File: src/rtl/uart_cfg.sv
// uart_cfg: runtime-configurable UART (5-8 data bits, none/even/odd parity, 1/2 stop) with rx/tx FIFOs and echo.
// Latency: rx FIFO push 1 cycle after the first stop-bit sample; tx starts on the first baud tick after the tx FIFO goes non-empty.
// Backpressure: tx_full stalls the core (writes ignored); rx_full drops incoming characters and sets sticky overrun.

module uart_fifo #(
    parameter int W  = 10,
    parameter int AW = 5
) (
    input  logic          clk,
    input  logic          reset,
    input  logic          wr,
    input  logic [W-1:0]  wdata,
    input  logic          rd,
    output logic [W-1:0]  rdata,
    output logic          empty,
    output logic          full,
    output logic [AW:0]   count
);
    // Circular buffer with first-word fall-through head and registered status.
    localparam int DEPTH = 1 << AW;

    logic [W-1:0]  mem [DEPTH];
    logic [AW-1:0] wr_ptr;
    logic [AW-1:0] rd_ptr;
    logic [AW:0]   count_n;
    logic          wr_en;
    logic          rd_en;

    // A full FIFO still accepts a write when the head is popped in the same cycle.
    assign wr_en = wr && (!full || rd);
    assign rd_en = rd && !empty;

    // Empty FIFO presents zero so the head outputs have a defined reset value.
    assign rdata = empty ? '0 : mem[rd_ptr];

    // Occupancy after this cycle's accepted read/write.
    always_comb begin
        count_n = count;
        case ({wr_en, rd_en})
            2'b10:   count_n = count + 1'b1;
            2'b01:   count_n = count - 1'b1;
            default: count_n = count;
        endcase
    end

    // Storage array, written at the tail pointer.
    always_ff @(posedge clk) begin
        if (wr_en) begin
            mem[wr_ptr] <= wdata;
        end
    end

    // Pointers, count and flags.
    always_ff @(posedge clk) begin
        if (reset) begin
            wr_ptr <= '0;
            rd_ptr <= '0;
            count  <= '0;
            empty  <= 1'b1;
            full   <= 1'b0;
        end else begin
            if (wr_en) wr_ptr <= wr_ptr + 1'b1;
            if (rd_en) rd_ptr <= rd_ptr + 1'b1;
            count <= count_n;
            empty <= (count_n == '0);
            full  <= (count_n == (AW+1)'(DEPTH));
        end
    end
endmodule

module uart_cfg #(
    parameter int DBIT     = 8,
    parameter int FIFO_W   = 5,
    parameter int DVSR_BIT = 11
) (
    input  logic                clk,
    input  logic                reset,
    input  logic [DVSR_BIT-1:0] dvsr,
    input  logic [1:0]          parity_mode,
    input  logic                stop2,
    input  logic                echo,
    input  logic                rx,
    output logic                tx,
    input  logic                rd_uart,
    input  logic                wr_uart,
    input  logic [DBIT-1:0]     w_data,
    output logic [DBIT-1:0]     r_data,
    output logic                r_par_err,
    output logic                r_frm_err,
    output logic                rx_empty,
    output logic                rx_full,
    output logic                tx_empty,
    output logic                tx_full,
    output logic [FIFO_W:0]     rx_count,
    output logic [FIFO_W:0]     tx_count,
    output logic                overrun,
    input  logic                clr_err
);
    typedef enum logic [2:0] {
        R_IDLE, R_START, R_DATA, R_PAR, R_STOP, R_DONE, R_STOP2
    } rx_state_t;

    typedef enum logic [2:0] {
        T_IDLE, T_START, T_DATA, T_PAR, T_STOP
    } tx_state_t;

    // ---------------- baud generator ----------------
    logic [DVSR_BIT-1:0] baud_cnt;
    logic [DVSR_BIT-1:0] baud_lim;
    logic [DVSR_BIT-1:0] dvsr_m1;
    logic                tick;

    // Divisors below 2 are clamped to 2 so a tick never fires every cycle.
    assign dvsr_m1 = (dvsr < DVSR_BIT'(2)) ? DVSR_BIT'(1) : dvsr - DVSR_BIT'(1);
    assign tick    = (baud_cnt == baud_lim);

    // Free-running tick counter; a new divisor is adopted only at wrap.
    always_ff @(posedge clk) begin
        if (reset) begin
            baud_cnt <= '0;
            baud_lim <= dvsr_m1;
        end else if (tick) begin
            baud_cnt <= '0;
            baud_lim <= dvsr_m1;
        end else begin
            baud_cnt <= baud_cnt + 1'b1;
        end
    end

    // ---------------- rx synchronizer ----------------
    logic rx_meta;
    logic rx_sync;

    // Two-flop synchronizer; resets to the idle line level.
    always_ff @(posedge clk) begin
        if (reset) begin
            rx_meta <= 1'b1;
            rx_sync <= 1'b1;
        end else begin
            rx_meta <= rx;
            rx_sync <= rx_meta;
        end
    end

    // ---------------- receiver ----------------
    rx_state_t       rx_st, rx_st_n;
    logic [3:0]      rx_s, rx_s_n;
    logic [2:0]      rx_n, rx_n_n;
    logic [DBIT-1:0] rx_b, rx_b_n;
    logic            rx_par_en, rx_par_en_n;
    logic            rx_odd, rx_odd_n;
    logic            rx_stop2, rx_stop2_n;
    logic            rx_perr, rx_perr_n;
    logic            rx_ferr, rx_ferr_n;
    logic            rx_push;

    // Receiver state register.
    always_ff @(posedge clk) begin
        if (reset) begin
            rx_st     <= R_IDLE;
            rx_s      <= '0;
            rx_n      <= '0;
            rx_b      <= '0;
            rx_par_en <= 1'b0;
            rx_odd    <= 1'b0;
            rx_stop2  <= 1'b0;
            rx_perr   <= 1'b0;
            rx_ferr   <= 1'b0;
        end else begin
            rx_st     <= rx_st_n;
            rx_s      <= rx_s_n;
            rx_n      <= rx_n_n;
            rx_b      <= rx_b_n;
            rx_par_en <= rx_par_en_n;
            rx_odd    <= rx_odd_n;
            rx_stop2  <= rx_stop2_n;
            rx_perr   <= rx_perr_n;
            rx_ferr   <= rx_ferr_n;
        end
    end

    // Receiver next state: mid-bit sampling on the 16x oversample tick.
    always_comb begin
        rx_st_n     = rx_st;
        rx_s_n      = rx_s;
        rx_n_n      = rx_n;
        rx_b_n      = rx_b;
        rx_par_en_n = rx_par_en;
        rx_odd_n    = rx_odd;
        rx_stop2_n  = rx_stop2;
        rx_perr_n   = rx_perr;
        rx_ferr_n   = rx_ferr;
        rx_push     = 1'b0;
        case (rx_st)
            R_IDLE: begin
                if (!rx_sync) begin
                    rx_st_n     = R_START;
                    rx_s_n      = '0;
                    rx_par_en_n = ^parity_mode;
                    rx_odd_n    = (parity_mode == 2'b10);
                    rx_stop2_n  = stop2;
                    rx_perr_n   = 1'b0;
                    rx_ferr_n   = 1'b0;
                end
            end
            R_START: begin
                if (tick) begin
                    if (rx_s == 4'd7) begin
                        // A line that is high again at mid start bit was a glitch.
                        if (!rx_sync) begin
                            rx_st_n = R_DATA;
                            rx_s_n  = '0;
                            rx_n_n  = '0;
                        end else begin
                            rx_st_n = R_IDLE;
                        end
                    end else begin
                        rx_s_n = rx_s + 4'd1;
                    end
                end
            end
            R_DATA: begin
                if (tick) begin
                    if (rx_s == 4'd15) begin
                        rx_s_n = '0;
                        rx_b_n = {rx_sync, rx_b[DBIT-1:1]};
                        if (rx_n == 3'(DBIT-1)) begin
                            rx_st_n = rx_par_en ? R_PAR : R_STOP;
                        end else begin
                            rx_n_n = rx_n + 3'd1;
                        end
                    end else begin
                        rx_s_n = rx_s + 4'd1;
                    end
                end
            end
            R_PAR: begin
                if (tick) begin
                    if (rx_s == 4'd15) begin
                        rx_s_n    = '0;
                        rx_perr_n = (^rx_b) ^ rx_sync ^ rx_odd;
                        rx_st_n   = R_STOP;
                    end else begin
                        rx_s_n = rx_s + 4'd1;
                    end
                end
            end
            R_STOP: begin
                if (tick) begin
                    if (rx_s == 4'd15) begin
                        rx_s_n    = '0;
                        rx_ferr_n = !rx_sync;
                        rx_st_n   = R_DONE;
                    end else begin
                        rx_s_n = rx_s + 4'd1;
                    end
                end
            end
            R_DONE: begin
                rx_push = 1'b1;
                rx_s_n  = '0;
                rx_st_n = rx_stop2 ? R_STOP2 : R_IDLE;
            end
            R_STOP2: begin
                // Second stop bit is only timed so the next start edge is not mistaken early.
                if (tick) begin
                    if (rx_s == 4'd15) begin
                        rx_st_n = R_IDLE;
                    end else begin
                        rx_s_n = rx_s + 4'd1;
                    end
                end
            end
            default: rx_st_n = R_IDLE;
        endcase
    end

    // ---------------- FIFOs and echo path ----------------
    logic [DBIT+1:0] rx_head;
    logic [DBIT-1:0] tx_head;
    logic [DBIT-1:0] tx_wdata;
    logic            rx_rd;
    logic            tx_wr;
    logic            tx_pop;
    logic            echo_mv;
    logic            rx_drop;

    assign echo_mv  = echo && !rx_empty && !tx_full;
    assign rx_rd    = echo ? echo_mv : rd_uart;
    assign tx_wr    = echo ? echo_mv : wr_uart;
    assign tx_wdata = echo ? rx_head[DBIT-1:0] : w_data;
    assign rx_drop  = rx_push && rx_full && !rx_rd;

    assign r_data    = rx_head[DBIT-1:0];
    assign r_par_err = rx_head[DBIT];
    assign r_frm_err = rx_head[DBIT+1];

    uart_fifo #(.W(DBIT+2), .AW(FIFO_W)) u_rx_fifo (
        .clk   (clk),
        .reset (reset),
        .wr    (rx_push),
        .wdata ({rx_ferr, rx_perr, rx_b}),
        .rd    (rx_rd),
        .rdata (rx_head),
        .empty (rx_empty),
        .full  (rx_full),
        .count (rx_count)
    );

    uart_fifo #(.W(DBIT), .AW(FIFO_W)) u_tx_fifo (
        .clk   (clk),
        .reset (reset),
        .wr    (tx_wr),
        .wdata (tx_wdata),
        .rd    (tx_pop),
        .rdata (tx_head),
        .empty (tx_empty),
        .full  (tx_full),
        .count (tx_count)
    );

    // Sticky overrun; a new drop wins over a simultaneous clear.
    always_ff @(posedge clk) begin
        if (reset) begin
            overrun <= 1'b0;
        end else if (rx_drop) begin
            overrun <= 1'b1;
        end else if (clr_err) begin
            overrun <= 1'b0;
        end
    end

    // ---------------- transmitter ----------------
    tx_state_t       tx_st, tx_st_n;
    logic [4:0]      tx_s, tx_s_n;
    logic [2:0]      tx_n, tx_n_n;
    logic [DBIT-1:0] tx_b, tx_b_n;
    logic            tx_pbit, tx_pbit_n;
    logic            tx_par_en, tx_par_en_n;
    logic            tx_odd, tx_odd_n;
    logic            tx_stop2, tx_stop2_n;
    logic            tx_reg, tx_next;

    assign tx = tx_reg;

    // Transmitter state register; tx line is registered and idles high.
    always_ff @(posedge clk) begin
        if (reset) begin
            tx_st     <= T_IDLE;
            tx_s      <= '0;
            tx_n      <= '0;
            tx_b      <= '0;
            tx_pbit   <= 1'b0;
            tx_par_en <= 1'b0;
            tx_odd    <= 1'b0;
            tx_stop2  <= 1'b0;
            tx_reg    <= 1'b1;
        end else begin
            tx_st     <= tx_st_n;
            tx_s      <= tx_s_n;
            tx_n      <= tx_n_n;
            tx_b      <= tx_b_n;
            tx_pbit   <= tx_pbit_n;
            tx_par_en <= tx_par_en_n;
            tx_odd    <= tx_odd_n;
            tx_stop2  <= tx_stop2_n;
            tx_reg    <= tx_next;
        end
    end

    // Transmitter next state; frames start on a tick so every bit is exactly 16 ticks.
    always_comb begin
        tx_st_n     = tx_st;
        tx_s_n      = tx_s;
        tx_n_n      = tx_n;
        tx_b_n      = tx_b;
        tx_pbit_n   = tx_pbit;
        tx_par_en_n = tx_par_en;
        tx_odd_n    = tx_odd;
        tx_stop2_n  = tx_stop2;
        tx_pop      = 1'b0;
        tx_next     = 1'b1;
        case (tx_st)
            T_IDLE: begin
                if (tick && !tx_empty) begin
                    tx_st_n     = T_START;
                    tx_s_n      = '0;
                    tx_par_en_n = ^parity_mode;
                    tx_odd_n    = (parity_mode == 2'b10);
                    tx_stop2_n  = stop2;
                end
            end
            T_START: begin
                if (tick) begin
                    if (tx_s == 5'd15) begin
                        // Head is loaded late so a back-to-back pop has settled by now.
                        tx_st_n   = T_DATA;
                        tx_s_n    = '0;
                        tx_n_n    = '0;
                        tx_b_n    = tx_head;
                        tx_pbit_n = (^tx_head) ^ tx_odd;
                    end else begin
                        tx_s_n = tx_s + 5'd1;
                    end
                end
            end
            T_DATA: begin
                if (tick) begin
                    if (tx_s == 5'd15) begin
                        tx_s_n = '0;
                        tx_b_n = tx_b >> 1;
                        if (tx_n == 3'(DBIT-1)) begin
                            tx_st_n = tx_par_en ? T_PAR : T_STOP;
                        end else begin
                            tx_n_n = tx_n + 3'd1;
                        end
                    end else begin
                        tx_s_n = tx_s + 5'd1;
                    end
                end
            end
            T_PAR: begin
                if (tick) begin
                    if (tx_s == 5'd15) begin
                        tx_s_n  = '0;
                        tx_st_n = T_STOP;
                    end else begin
                        tx_s_n = tx_s + 5'd1;
                    end
                end
            end
            T_STOP: begin
                if (tick) begin
                    if (tx_s == (tx_stop2 ? 5'd31 : 5'd15)) begin
                        tx_pop = 1'b1;
                        tx_s_n = '0;
                        // Another queued character follows with no idle gap.
                        if (tx_count > (FIFO_W+1)'(1)) begin
                            tx_st_n     = T_START;
                            tx_par_en_n = ^parity_mode;
                            tx_odd_n    = (parity_mode == 2'b10);
                            tx_stop2_n  = stop2;
                        end else begin
                            tx_st_n = T_IDLE;
                        end
                    end else begin
                        tx_s_n = tx_s + 5'd1;
                    end
                end
            end
            default: tx_st_n = T_IDLE;
        endcase
        case (tx_st_n)
            T_START: tx_next = 1'b0;
            T_DATA:  tx_next = tx_b_n[0];
            T_PAR:   tx_next = tx_pbit_n;
            default: tx_next = 1'b1;
        endcase
    end
endmodule

File: config.mk
export PLATFORM = sky130hd
export DESIGN_NAME = uart_cfg
export DESIGN_NICKNAME = d
export VERILOG_FILES = /design/src/rtl/uart_cfg.sv
export SDC_FILE = /design/constraint.sdc
export NUM_CORES = 1
export LEC_CHECK = 0
export BUFFER_PORTS_ARGS = -buffer_cell sky130_fd_sc_hd__buf_2
export CORE_UTILIZATION = 60
export CTS_CLUSTER_DIAMETER = 120
export DETAILED_ROUTE_END_ITERATION = 8
export GPL_TIMING_DRIVEN = 0
export MAX_ROUTING_LAYER = met4
export PLACE_DENSITY = 0.79
export SLEW_MARGIN = 15
export SYNTH_ARGS = -nofsm -noshare
export SYNTH_HDL_FRONTEND = slang
export SYNTH_HIERARCHICAL = 1
export SYNTH_SLANG_ARGS = --single-unit
File: constraint.sdc
create_clock -name clk -period 5.39 [get_ports clk]
set_clock_uncertainty 0.15 [all_clocks]
set_input_delay 0 -clock clk [delete_from_list [all_inputs] [get_ports clk]]
set_output_delay 0 -clock clk [all_outputs]
set_load 0.01 [all_outputs]
==> metrics <==
setup tns final=0 ns; buffer depth of the longest clock path=3; mux contribution to synthesized area=14.9%; DR vias/cell=6.37; die width=222 um; largest net degree at the start of global routing=36; Synth Area in Adders=1.07%; Post-Synth XOR/XNOR Area=2.51%; Setup-failing EPs final=0; register with the most flip-flops=u_rx_fifo/mem; share of power burned in registers=52.1%; CTS tree=done; Tmin final=4.45 ns; largest registers=u_rx_fifo/mem (320), u_tx_fifo/mem (256); vias in the first global route=16000; H-tree depth=3; Post-Syn Nets=1750; final worst path period share=82.6%; CP required=5.78 ns; Max transition margin=26.5%; placed instance count=2368; Yosys reg bits=694; GRT Util Overall=26.8%; die span in y=222 um; most common cell after layout, fill and taps aside=edfxtp_1; max-slew violation count=0; FF+latch area=19800 um2; post-CTS setup buffer count=0; critical path type=reg -> reg; Synth area leader=edfxtp_1; Arr. time, crit path=4.84 ns; Crit path largest cell delay=0.73 ns; Synth cell types=94; I/O Pins=57; routed wire length=63000 um; peak supply drop=0.000268 V; Post-synth EDFFs=587; CORE AREA=47800 um2; largest family of logic cells by synthesized area=multiplexers; Worst Tran Pin Value=1.10 ns; final hold violations=0; hold_buf cts=39; layout cell share with drive strength beyond 1=23.8%; DRC=0; Switching Share=21.0%; most frequent cells in the layout=edfxtp_1, nor2_1, mux4_2, dfxtp_1, buf_2; compound-gate portion of the synthesized area=4.37%; Mean Syn Cell Area=17.2 um2; power density cells=340 nW/um2; max_cap viols=0; final core occ=68.8%; Post-DP HPWL=40400 um; yosys warns=6; Top Family by Delay on Critical Path=simple AND/OR/NAND/NOR gates; static leakage=0.0108 uW; DR iter-0 viols=1621; FP Rows=80; area grow syn2layout=13.0%; total CTS buffers=69; WL per Instance=24.9 um; Peak Freq=225 MHz; worst min-delay path class=in -> reg; slowest stage cell, crit path=a21boi_1; Antenna Nets Post-Route=0; register area share after synthesis=67.9%; first-pass GRT wire length=96100 um; CTS sink cnt=694; Logic pwr share=4.4%; Via Count=16200; CTS clock-pin slew for the worst setup and hold paths=0.06 ns; Cells after Synth=1696; Cell Area, Synth=29100 um2; unrepaired setup endpoints after global routing=no; multi-input gate area in the final layout=8760 um2; top cells by area, synth=edfxtp_1, mux4_2, dfxtp_1, nor2_1, mux2i_1; P_int=8850 uW; Buf/Inv on CP=4; global route overflow=0; Post-Synth Simple-Gate Area=7.13%; post-synth top area share=60.5%; post-cts sizing count=0; Final #Nets=1917; Starting Density=60.9%; Largest register FFs=320; GPL Wtd Cong=0.905; number of iterations in the first detailed-routing pass=6; initial antenna violation count=1; status=finished, final reports clean; crit path capture type=flop; Setup crit start kind=flop; Clk pwr share=43.5%; I/O Buffers=56; Synth async-reset ratio=0%; die area=49400 um2; sw power=2350 uW; Post-Layout Cell Count=2534; fillers=2965; top_reg_cell synth=edfxtp_1; crit-path cells=xnor2_2 -> and3_1 -> clkbuf_1 -> nand4_1 -> nor2_1 -> inv_1 -> a21boi_1 -> inv_1 -> ha_1 -> clkbuf_1 -> or2_2 -> o32ai_2 -> xnor2_1 -> and2_4 -> and3_1; worst-skew pair later-pin latency=0.61 ns; root buffer cell=clkbuf_16; Max FO, Critical Path=10
cells in the mapped netlist (16+ instances only):
cell / number
nand4_1: 22
xnor2_1: 38
nand3_1: 16
mux2i_1: 63
nor2b_1: 18
inv_1: 28
xor2_1: 30
clkbuf_1: 36
mux4_2: 160
ha_1: 25
buf_2: 23
dfxtp_1: 107
a21oi_1: 28
nand2_1: 35
a2111oi_2: 19
edfxtp_1: 587
nor2_1: 185
nor3_1: 20
per-stage QoR:
stage | area (um2) | total power (uW) | setup slack (ns) | hold WS, ns
floorplan | 29100 | 6270 | 1.80 | -0.0698
global placement | 30200 | 6380 | 0.693 | 0.0367
detailed placement | 30200 | 6400 | 1.05 | 0.0420
CTS | 32900 | 11200 | 0.972 | 0.0184
global route | 32900 | 11500 | 0.712 | 0.132
finish | 32900 | 11200 | 0.938 | 0.0817
routing by layer:
layer / share of wire, % / GRT usage, % / wire (um) / up-vias
met4: 2.6 / 8.41 / 1630 / 0
li1: - / - / - / 7056
met1: 40 / 36.0 / 25000 / 8229
met3: 7.4 / 4.03 / 4670 / 129
met2: 50 / 43.0 / 31700 / 740
met5: 0 / - / 0 / -
cell families after synthesis:
group,after synthesis
flops,694
simple gates,399
xor+xnor,76
compound gates,146
buf+inv,124
fa+ha+maj,25
mux,232
power by group through the flow:
stage,registers [uW],clock network [uW],logic [uW]
after floorplan,5940,0,329
after global placement,5940,0,440
after detailed placement,5950,0,455
after CTS,5830,4930,482
after global routing,5830,5140,535
final,5830,4870,494
path summary, 6_finish.rpt:
path	from	end	slack, ns	cells after the start
setup reg to reg	baud_cnt[1]$_SDFF_PP0_	u_tx_fifo/full$_SDFF_PP0_	0.94	15
setup / recovery	baud_cnt[1]$_SDFF_PP0_	u_tx_fifo/full$_SDFF_PP0_	0.94	15
hold / removal	rd_uart	u_rx_fifo/wr_ptr[1]$_SDFFE_PP0P_	0.08	7
hold reg to reg	rx_meta$_SDFF_PP1_	rx_sync$_SDFF_PP1_	0.27	1
final cells by class:
type / instances / area share, %
timing repair buffer: 96 / 2.06
clock buffer: 84 / 5.48
antenna: 1 / 0.00760
sequential: 694 / 60.1
tap: 615 / 2.34
inverter: 29 / 0.331
buffer: 95 / 1.58
clock inverter: 42 / 1.52
multi-input combinational: 878 / 26.6
worst min-delay path, cell delays in order:
cell	delay, ns
buf_2	0.11
inv_1	0.07
o21ai_0	0.16
inv_1	0.12
a21boi_1	0.18
nand2_1	0.10
a21oi_1	0.05
(Power assumes the default switching activity.)
